[config.mk]
export PLATFORM = sky130hd
export DESIGN_NAME = fetch_stage_buf
export DESIGN_NICKNAME = d
export VERILOG_FILES = /design/src/rtl/fetch_pkg.sv /design/src/rtl/fetch_fifo.sv /design/src/rtl/fetch_stage_buf.sv
export SDC_FILE = /design/constraint.sdc
export NUM_CORES = 1
export LEC_CHECK = 0
export BUFFER_PORTS_ARGS = -buffer_cell sky130_fd_sc_hd__buf_2
export CORE_MARGIN = 3
export CORE_UTILIZATION = 25
export CTS_CLUSTER_DIAMETER = 60
export DETAILED_ROUTE_END_ITERATION = 6
export SKIP_CTS_REPAIR_TIMING = 1
export SLEW_MARGIN = 0
export SYNTH_ARGS = -nofsm -noshare
export SYNTH_HDL_FRONTEND = slang
export SYNTH_SLANG_ARGS = --single-unit
[constraint.sdc]
create_clock -name clk -period 4.2 [get_ports clk]
set_input_delay 0.63 -clock clk [delete_from_list [all_inputs] [get_ports clk]]
set_output_delay 0.63 -clock clk [all_outputs]
set_load 0.01 [all_outputs]
[src/rtl/fetch_pkg.sv]
// Shared definitions for the fetch stage.
// Holds the fetch state encoding and the canonical NOP instruction word
// (addi x0, x0, 0) so every block in the fetch path agrees on them.
package fetch_pkg;

    typedef enum logic {
        IDLE  = 1'b0,
        FETCH = 1'b1
    } fetch_state_t;

    localparam logic [31:0] NOP = 32'h0000_0013;

endpackage

[src/rtl/fetch_fifo.sv]
// Prefetch buffer for the fetch stage: a circular FIFO of DEPTH entries.
// Ports:
//   clk, rst  - rising-edge clock, asynchronous active-low reset
//   clear     - synchronous flush, wins over push/pop
//   push      - write wdata at the tail (caller guarantees space)
//   pop       - retire the head entry (caller guarantees non-empty)
//   wdata     - entry to write
//   rdata     - head entry
//   count     - number of valid entries, 0..DEPTH
module fetch_fifo #(
    parameter int WIDTH = 96,
    parameter int DEPTH = 4
) (
    input  logic                     clk,
    input  logic                     rst,
    input  logic                     clear,
    input  logic                     push,
    input  logic                     pop,
    input  logic [WIDTH-1:0]         wdata,
    output logic [WIDTH-1:0]         rdata,
    output logic [$clog2(DEPTH):0]   count
);

    localparam int PW = $clog2(DEPTH);

    logic [PW-1:0]    head;
    logic [PW-1:0]    tail;
    logic [WIDTH-1:0] mem [DEPTH];

    // DEPTH is a power of two, so the pointers wrap on their own.
    // Storage is zeroed on reset so the head reads as zero while held in reset.
    always_ff @(posedge clk or negedge rst) begin
        if (!rst) begin
            head  <= '0;
            tail  <= '0;
            count <= '0;
            for (int i = 0; i < DEPTH; i++) begin
                mem[i] <= '0;
            end
        end else if (clear) begin
            head  <= '0;
            tail  <= '0;
            count <= '0;
        end else begin
            if (push) begin
                mem[tail] <= wdata;
                tail      <= tail + PW'(1);
            end
            if (pop) begin
                head <= head + PW'(1);
            end
            // A simultaneous push and pop leaves the occupancy unchanged.
            if (push && !pop) begin
                count <= count + 1'b1;
            end else if (pop && !push) begin
                count <= count - 1'b1;
            end
        end
    end

    assign rdata = mem[head];

endmodule

[src/rtl/fetch_stage_buf.sv]
// Instruction fetch stage with a prefetch buffer.
// Walks the PC through instruction memory while start is high, pushing
// {instr, pc, pc+4} into a small FIFO for decode; execute can redirect the
// PC, which flushes everything fetched down the wrong path.
// Ports:
//   clk, rst          - rising-edge clock, asynchronous active-low reset
//   start             - run enable; low returns to IDLE at RESET_PC
//   redirect_valid/pc - taken branch/jump target from execute
//   imem_addr         - current PC toward instruction memory
//   imem_rdata        - instruction word for imem_addr (combinational)
//   out_valid/ready   - decode handshake on the buffer head
//   out_instr/pc/pc_plus4 - head entry contents
module fetch_stage_buf
    import fetch_pkg::*;
#(
    parameter int              XLEN     = 32,
    parameter logic [XLEN-1:0] RESET_PC = 32'h0000_0000,
    parameter int              DEPTH    = 4
) (
    input  logic            clk,
    input  logic            rst,
    input  logic            start,
    input  logic            redirect_valid,
    input  logic [XLEN-1:0] redirect_pc,
    output logic [XLEN-1:0] imem_addr,
    input  logic [XLEN-1:0] imem_rdata,
    output logic            out_valid,
    input  logic            out_ready,
    output logic [XLEN-1:0] out_instr,
    output logic [XLEN-1:0] out_pc,
    output logic [XLEN-1:0] out_pc_plus4
);

    localparam int CW = $clog2(DEPTH) + 1;
    localparam int EW = 3 * XLEN;

    fetch_state_t    state;
    logic [XLEN-1:0] pc;
    logic [XLEN-1:0] pc_plus4;
    logic [CW-1:0]   count;
    logic [EW-1:0]   head_entry;
    logic            full;
    logic            pop;
    logic            push;
    logic            flush;

    assign pc_plus4  = pc + XLEN'(4);
    assign full      = (count == CW'(DEPTH));
    assign out_valid = (count != '0);
    assign pop       = out_valid && out_ready;

    // Dropping start and redirecting both flush; dropping start wins because
    // it also forces the PC back to RESET_PC. A flush suppresses the push.
    assign flush = (state == FETCH) && (!start || redirect_valid);
    assign push  = (state == FETCH) && start && !redirect_valid && (!full || pop);

    always_ff @(posedge clk or negedge rst) begin
        if (!rst) begin
            state <= IDLE;
            pc    <= RESET_PC;
        end else begin
            case (state)
                IDLE: begin
                    pc <= RESET_PC;
                    if (start) begin
                        state <= FETCH;
                    end
                end
                FETCH: begin
                    if (!start) begin
                        state <= IDLE;
                        pc    <= RESET_PC;
                    end else if (redirect_valid) begin
                        pc <= redirect_pc;
                    end else if (push) begin
                        pc <= pc_plus4;
                    end
                end
                default: begin
                    state <= IDLE;
                    pc    <= RESET_PC;
                end
            endcase
        end
    end

    assign imem_addr = pc;

    fetch_fifo #(
        .WIDTH (EW),
        .DEPTH (DEPTH)
    ) u_fifo (
        .clk   (clk),
        .rst   (rst),
        .clear (flush),
        .push  (push),
        .pop   (pop && !flush),
        .wdata ({imem_rdata, pc, pc_plus4}),
        .rdata (head_entry),
        .count (count)
    );

    assign out_instr    = head_entry[3*XLEN-1:2*XLEN];
    assign out_pc       = head_entry[2*XLEN-1:XLEN];
    assign out_pc_plus4 = head_entry[XLEN-1:0];

endmodule

==> results.md, run 1 <==
* CTS tree: yes
* Worst-Skew Late Latency at 0.61 ns
* Top Usage Layer GRT: met2
* Final GP Congestion at 0.751
* Antenna Nets Post-Route at 0
* Part of the cycle the worst path needs at 0.778
* Pre-antenna DRT Iters at 5
* Top cells by count, synth: dfrtp_1 (416), mux2_2 (260), nand2_1 (153)
* Cell Area, Synth at 0.0189 mm^2
* Endpoints failing hold at 0
* Area of the multi-input gates at 0.00788 mm^2
* Worst slew pin tran at 0.874 ns
* Mapped Cells at 1407
* Crit path kind: register to primary output
* WP data required at 3.57 ns
* DP Cell Count at 2467
* Layout Skew at 0.0326 ns
* Synth warn at 0
* Status: finished clean
* Most used DFF post-synth: dfrtp_1
* Top post-synthesis cells by area: dfrtp_1 (55%), mux2_2 (15%), mux4_2 (11%)
* Clock sink count at 416
* RSZ-0062 raised after global routing: false
* Root Buffer: clkbuf_16
* Longest Clk Path Bufs at 3
* Synth Register Bits at 416
* EDFF count, synth at 0
* Worst EP arrival at 2.64 ns
* Met2 Use GR at 0.206
* # H-tree levels at 2
* Setup TNS at 0 ns
* Rel. slew slack at 0.414
* CORE AREA at 0.0747 mm^2
* Via count at 12.1k
* Global-route wire length before repair at 78.9 mm
* Sequential area share after synthesis at 0.550
* Crit end category: primary output
* Area Overhead vs Synth at 19.5%
* Cts bufs inserted at 53
* Die area at 0.0790 mm^2
* Finish-stage setup viols at 0
* Fillcell total at 7444
* Fmax at 306 MHz
* FFs w/ async S/R, synth at 1.00
* Post-Layout Cell Count at 2562
* Largest net degree at the start of global routing at 113
* Largest area contributor in the netlist: dfrtp_1
* Routed wire length at 51.2 mm
* Initial antenna violation count at 3
* Final net count at 1628
* Minimum clock period after layout at 3.27 ns
* # DRC at 0
* Register area at 0.0104 mm^2
* DRT iter0 DRCs at 636
* Drt wl/cell at 20.0 um
* Total grt overflow at 0
* # IOs at 198
* Avg Vias per Cell at 4.71
* Startpoint types: register
* Final HPWL DP at 33.8 mm
* Max-slew violation count at 0
* Mean Syn Cell Area at 13.4 um^2
* GR Util All Layers at 0.130
* Grt met3 use at 0.0270
* Max Cap Viol at 0
* Netlist cell types at 47
* Starting Density at 0.253
* Grt met1 use at 0.178
* Vias in the first global route at 12.9k
* Num rows at 100
* Post-synth top area share at 0.550
* Worst-path fanout max at 36
* Die X at 281 um
* Top-count cell post-synth: dfrtp_1
* Pwr Density at 564 mW/mm^2
* Port bufs at 197
* Cell leakage power at 10.3 nW
* Synthesized Nets at 1482
* Die Span Y at 281 um
* Worst IR Drop VDD at 0.000293 V
* Share of layout cells above drive strength 1 at 0.424
* Clk slew on worst S/H paths at 0.06 ns
* Hold Crit Class: primary input to async pin
[cell type report]
class	count	area share
multi-input combinational	858	0.349
antenna	2	0.000221
sequential	416	0.461
tap	969	0.0537
clock buffer	70	0.0655
timing repair buffer	219	0.0575
clock inverter	23	0.0126
inverter	5	0.000831
[worst paths after layout]
path | from | endpoint | slack, ns | cells after the start
worst max-delay path | u_fifo.head[1]$_DFFE_PN0P_ | out_pc[21] | 0.93 | 3
worst min-delay path | rst | u_fifo.mem[140]$_DFFE_PN0P_ | 0.04 | 1
worst max register to register | u_fifo.count[2]$_DFFE_PN0P_ | u_fifo.mem[374]$_DFFE_PN0P_ | 1.19 | 6
worst min register to register | u_fifo.mem[16]$_DFFE_PN0P_ | u_fifo.mem[16]$_DFFE_PN0P_ | 0.47 | 2
max in group asynchronous | rst | u_fifo.mem[284]$_DFFE_PN0P_ | 3.08 | 2
min in group clk | start | state$_DFF_PN0_ | 0.19 | 1
[routing by layer]
layer / share of wire / vias up / wire (um)
met5: 0.0027 / - / 139
met4: 0.025 / 4 / 1260
met2: 0.46 / 293 / 23700
met3: 0.052 / 79 / 2690
met1: 0.46 / 6334 / 23500
li1: - / 5357 / -
[layout by cell type, fill, tap and decap left out, types with 11 or more instances in the layout]
master	count
xnor2_1	43
mux2_2	260
o21ai_0	120
buf_12	11
nand2_1	149
buf_2	196
clkbuf_16	53
a211oi_1	18
dfrtp_1	414
a21oi_1	12
xor2_1	14
mux4_2	94
nand3_1	11
nor2_1	41
buf_4	11
nor3_1	22
nor4_1	14
[where the power goes]
part | leakage (nW) | switching, W | internal, W
clock network | 0.863 | 0.00183 | 0.00269
logic | 3.82 | 0.00140 | 0.00160
registers | 5.59 | 0.000540 | 0.00467
[state kept, by name, summed over array words and instances, names as in the netlist]
register	count
state	1
u_fifo.count	3
u_fifo.mem	376
u_fifo.tail	2
u_fifo.head	2
imem_addr	32
[logic make-up (layout without fill, tap and decap cells)]
group / Yosys count / after routing / share of synthesized area
buffers and inverters: 133 / 317 / 0.0347
other: 0 / 2 / 0
XOR/XNOR: 57 / 57 / 0.0264
multiplexers: 361 / 361 / 0.270
adder cells (fa/ha/maj): 6 / 6 / 0.00437
AO/OA/AOI/OAI: 162 / 162 / 0.0472
AND/OR/NAND/NOR: 272 / 272 / 0.0666
flip-flops: 416 / 416 / 0.550
[per-stage QoR]
stage          worst slack, ns  power, W  instance area (um^2)  hold slack (ns)  utilization
6_report                 0.931    0.0127                 22600           0.0381        0.302
3_3_place_gp              1.11   0.00824                 20800            0.455        0.279
2_1_floorplan             1.74   0.00713                 18900            0.334            -
3_5_place_dp             0.978   0.00837                 20800            0.465        0.279
5_1_grt                  0.780    0.0134                 22600           0.0723        0.302
4_1_cts                  0.840    0.0130                 22600           0.0307        0.302
[worst max-delay path, cell delays in order (launching register included)]
cell	delay, ns
dfrtp_4	0.89
buf_4	0.48
mux4_2	0.45
buf_2	0.18
Power figures use the tool's default switching activity.
==> run 2, diff against run 1 <==
==> constraint.sdc (replaced) <==
create_clock -name clk -period 2.7 [get_ports clk]
set_input_delay 0.405 -clock clk [delete_from_list [all_inputs] [get_ports clk]]
set_output_delay 0.405 -clock clk [all_outputs]
set_load 0.01 [all_outputs]
==> run 2 against run 1 <==
Non-clock buffer count is 36 higher. First-iteration DRC count is 19% higher. Cell area is 2.2% higher. Sequential share of layout area is 0.98 points lower. Clock skew is 0.0048 ns higher. Global-route usage is 0.34 points lower. Worst setup slack worse by 0.84 ns.
==> results.md, run 2 (synthesized netlist as in run 1, its figures left out) <==
* Port bufs at 197 (unchanged)
* WP data required at 2.30 ns (was 3.57 ns)
* Worst-path fanout max at 18 (was 36)
* Finish-stage setup viols at 0 (unchanged)
* Global-route wire length before repair at 77.4 mm (was 78.9 mm)
* Crit path kind: register to primary output (unchanged)
* Largest Register: u_fifo.mem (unchanged)
* DP Cell Count at 2498 (was 2467)
* Crit path buffers/inverters at 3 (was 2)
* Fillcell total at 7397 (was 7444)
* Worst EP arrival at 2.21 ns (was 2.64 ns)
* Clk slew on worst S/H paths at 0.06 ns (about the same)
* Die area at 0.0790 mm^2 (unchanged)
* Power Internal at 0.0144 W (was 0.00897 W)
* Area of the multi-input gates at 0.00788 mm^2 (unchanged)
* Max-slew violation count at 0 (unchanged)
* Starting Density at 0.253 (unchanged)
* CP max stage cell: dfrtp_4 (unchanged)
* Avg Vias per Cell at 4.63 (was 4.71)
* Worst-Skew Late Latency at 0.60 ns (was 0.61 ns)
* # DRC at 0 (unchanged)
* Worst IR Drop VDD at 0.000490 V (was 0.000293 V)
* Logic pwr share at 0.253 (was 0.236)
* Status: finished clean (unchanged)
* Root Buffer: clkbuf_16 (unchanged)
* Num rows at 100 (unchanged)
* CP Cell Sequence: buf_12, clkbuf_16, mux4_2, buf_2 (was buf_4, mux4_2, buf_2)
* Drt wl/cell at 19.5 um (was 20.0 um)
* Largest net degree at the start of global routing at 71 (was 113)
* Die X at 281 um (unchanged)
* Pwr Density at 877 mW/mm^2 (was 564 mW/mm^2)
* Part of the cycle the worst path needs at 0.967
* Worst slew pin tran at 0.860 ns (was 0.874 ns)
* Die Span Y at 281 um (unchanged)
* Area Overhead vs Synth at 22.1% (was 19.5%)
* Via count at 12.0k (was 12.1k)
* Cell leakage power at 10.5 nW (was 10.3 nW)
* RSZ-0062 raised after global routing: true (was false)
* Share of layout cells above drive strength 1 at 0.435 (was 0.424)
* Worst path top cell family by delay: flip-flops (unchanged)
* Post-Place Worst Slack at 0.139 ns (was 0.978 ns)
* Rel. slew slack at 0.423 (was 0.414)
* Most frequent cells in the layout: dfrtp_1 (413), mux2_2 (260), buf_2 (195), nand2_1 (149), o21ai_0 (120) (was dfrtp_1 (414), mux2_2 (260), buf_2 (196), nand2_1 (149), o21ai_0 (120))
* Most common cell after layout, fill and taps aside: dfrtp_1 (unchanged)
* Crit end category: primary output (unchanged)
* Clock sink count at 416 (unchanged)
* Vias in the first global route at 12.7k (was 12.9k)
* Max stage delay on crit path at 0.54 ns (was 0.89 ns)
* Sequential power share at 0.392 (was 0.409)
* CORE AREA at 0.0747 mm^2 (unchanged)
* # IOs at 198 (unchanged)
* Minimum clock period after layout at 2.61 ns
* CTS tree: yes (unchanged)
* Total grt overflow at 0 (unchanged)
* Post-Layout Cell Count at 2598 (was 2562)
* Final net count at 1662 (was 1628)
* Max reg flops at 376 (unchanged)
* Initial antenna violation count at 13 (was 3)
* Hold Crit Class: primary input to register (was primary input to async pin)
* Final GP Congestion at 0.796 (was 0.751)
* Setup WS post-layout at 0.0888 ns (was 0.931 ns)
* Fmax at 383 MHz
* DRT iter0 DRCs at 754 (was 636)
* Max Cap Viol at 0 (unchanged)
* Endpoints failing hold at 0 (unchanged)
* GR Util All Layers at 0.126 (was 0.130)
* Clock power frac at 0.355 (about the same)
* Cts bufs inserted at 51 (was 53)
* Sw Pwr at 0.00583 W (was 0.00377 W)
* Startpoint types: register (unchanged)
* Pre-antenna DRT Iters at 5 (unchanged)
* Longest Clk Path Bufs at 3 (unchanged)
* Sw Ratio at 0.288 (was 0.296)
* Register area at 0.0104 mm^2 (about the same)
* Final HPWL DP at 34.5 mm (was 33.8 mm)
* Routed wire length at 50.7 mm (was 51.2 mm)
* # H-tree levels at 2 (unchanged)
* Layout Skew at 0.0375 ns (was 0.0326 ns)
* Antenna Nets Post-Route at 0 (unchanged)
run 2: cell count changes in the layout (fill, tap and decap cells not counted), sizes merged:
cell and change:
buf +33, bufinv +4, clkinv -3, diode +3, dlygate4sd3 +2, inv -2, clkbuf -1
run 2: path summary, 6_finish.rpt:
path | startpoint | end | slack, ns | depth (start not counted)
setup / recovery | u_fifo.head[0]$_DFFE_PN0P_ | out_pc[29] | 0.09 | 4
hold / removal | redirect_pc[11] | imem_addr[11]$_DFFE_PN0P_ | 0.06 | 3
setup reg to reg | imem_addr[3]$_DFFE_PN0P_ | u_fifo.mem[218]$_DFFE_PN0P_ | 0.19 | 6
hold reg to reg | u_fifo.mem[296]$_DFFE_PN0P_ | u_fifo.mem[296]$_DFFE_PN0P_ | 0.48 | 2
max in group asynchronous | rst | u_fifo.mem[140]$_DFFE_PN0P_ | 1.47 | 3
min in group asynchronous | rst | u_fifo.mem[42]$_DFFE_PN0P_ | 0.37 | 2
run 2: final cells by class:
| type | instances | share of cell area |
|---|---|---|
| Sequential cell | 416 | 0.451 |
| Multi-Input combinational cell | 858 | 0.341 |
| Timing Repair Buffer | 255 | 0.0758 |
| Clock buffer | 68 | 0.0624 |
| Tap cell | 969 | 0.0525 |
| Clock inverter | 22 | 0.0154 |
| Inverter | 5 | 0.000813 |
| Antenna cell | 5 | 0.000542 |
run 2: worst register-to-register path: stages, from the launching register on:
cell,delay (ns)
dfrtp_1,0.53
ha_1,0.32
and4_1,0.40
nand2_1,0.26
nor4_1,0.49
xnor2_1,0.24
o21ai_0,0.15
run 2: power groups by stage:
stage          sequential, W  clock (W)  combinational (W)
2_1_floorplan        0.00769          0            0.00341
3_3_place_gp         0.00797          0            0.00498
3_5_place_dp         0.00807          0            0.00507
4_1_cts              0.00796    0.00737            0.00509
5_1_grt              0.00806    0.00763            0.00556
6_report             0.00793    0.00718            0.00512
run 2: metal layers:
layer  GRT usage  up-vias  wire length (um)
met1       0.170     6237             22800
met4      0.0336       14              1100
met5           0        -                85
met2       0.200      267             23500
li1            -     5421                 -
met3      0.0373       86              3250
run 2: stage by stage:
stage | util | area [um^2] | setup TNS (ns) | power [W] | hold WS [ns]
floorplan | - | 18900 | 0 | 0.0111 | 0.109
detailed placement | 0.283 | 21200 | 0 | 0.0131 | 0.425
CTS | 0.308 | 23000 | -0.244 | 0.0204 | -0.214
finish | 0.309 | 23100 | 0 | 0.0202 | 0.0583
global placement | 0.283 | 21200 | 0 | 0.0129 | 0.410
global route | 0.309 | 23100 | -0.00828 | 0.0213 | 0.0548
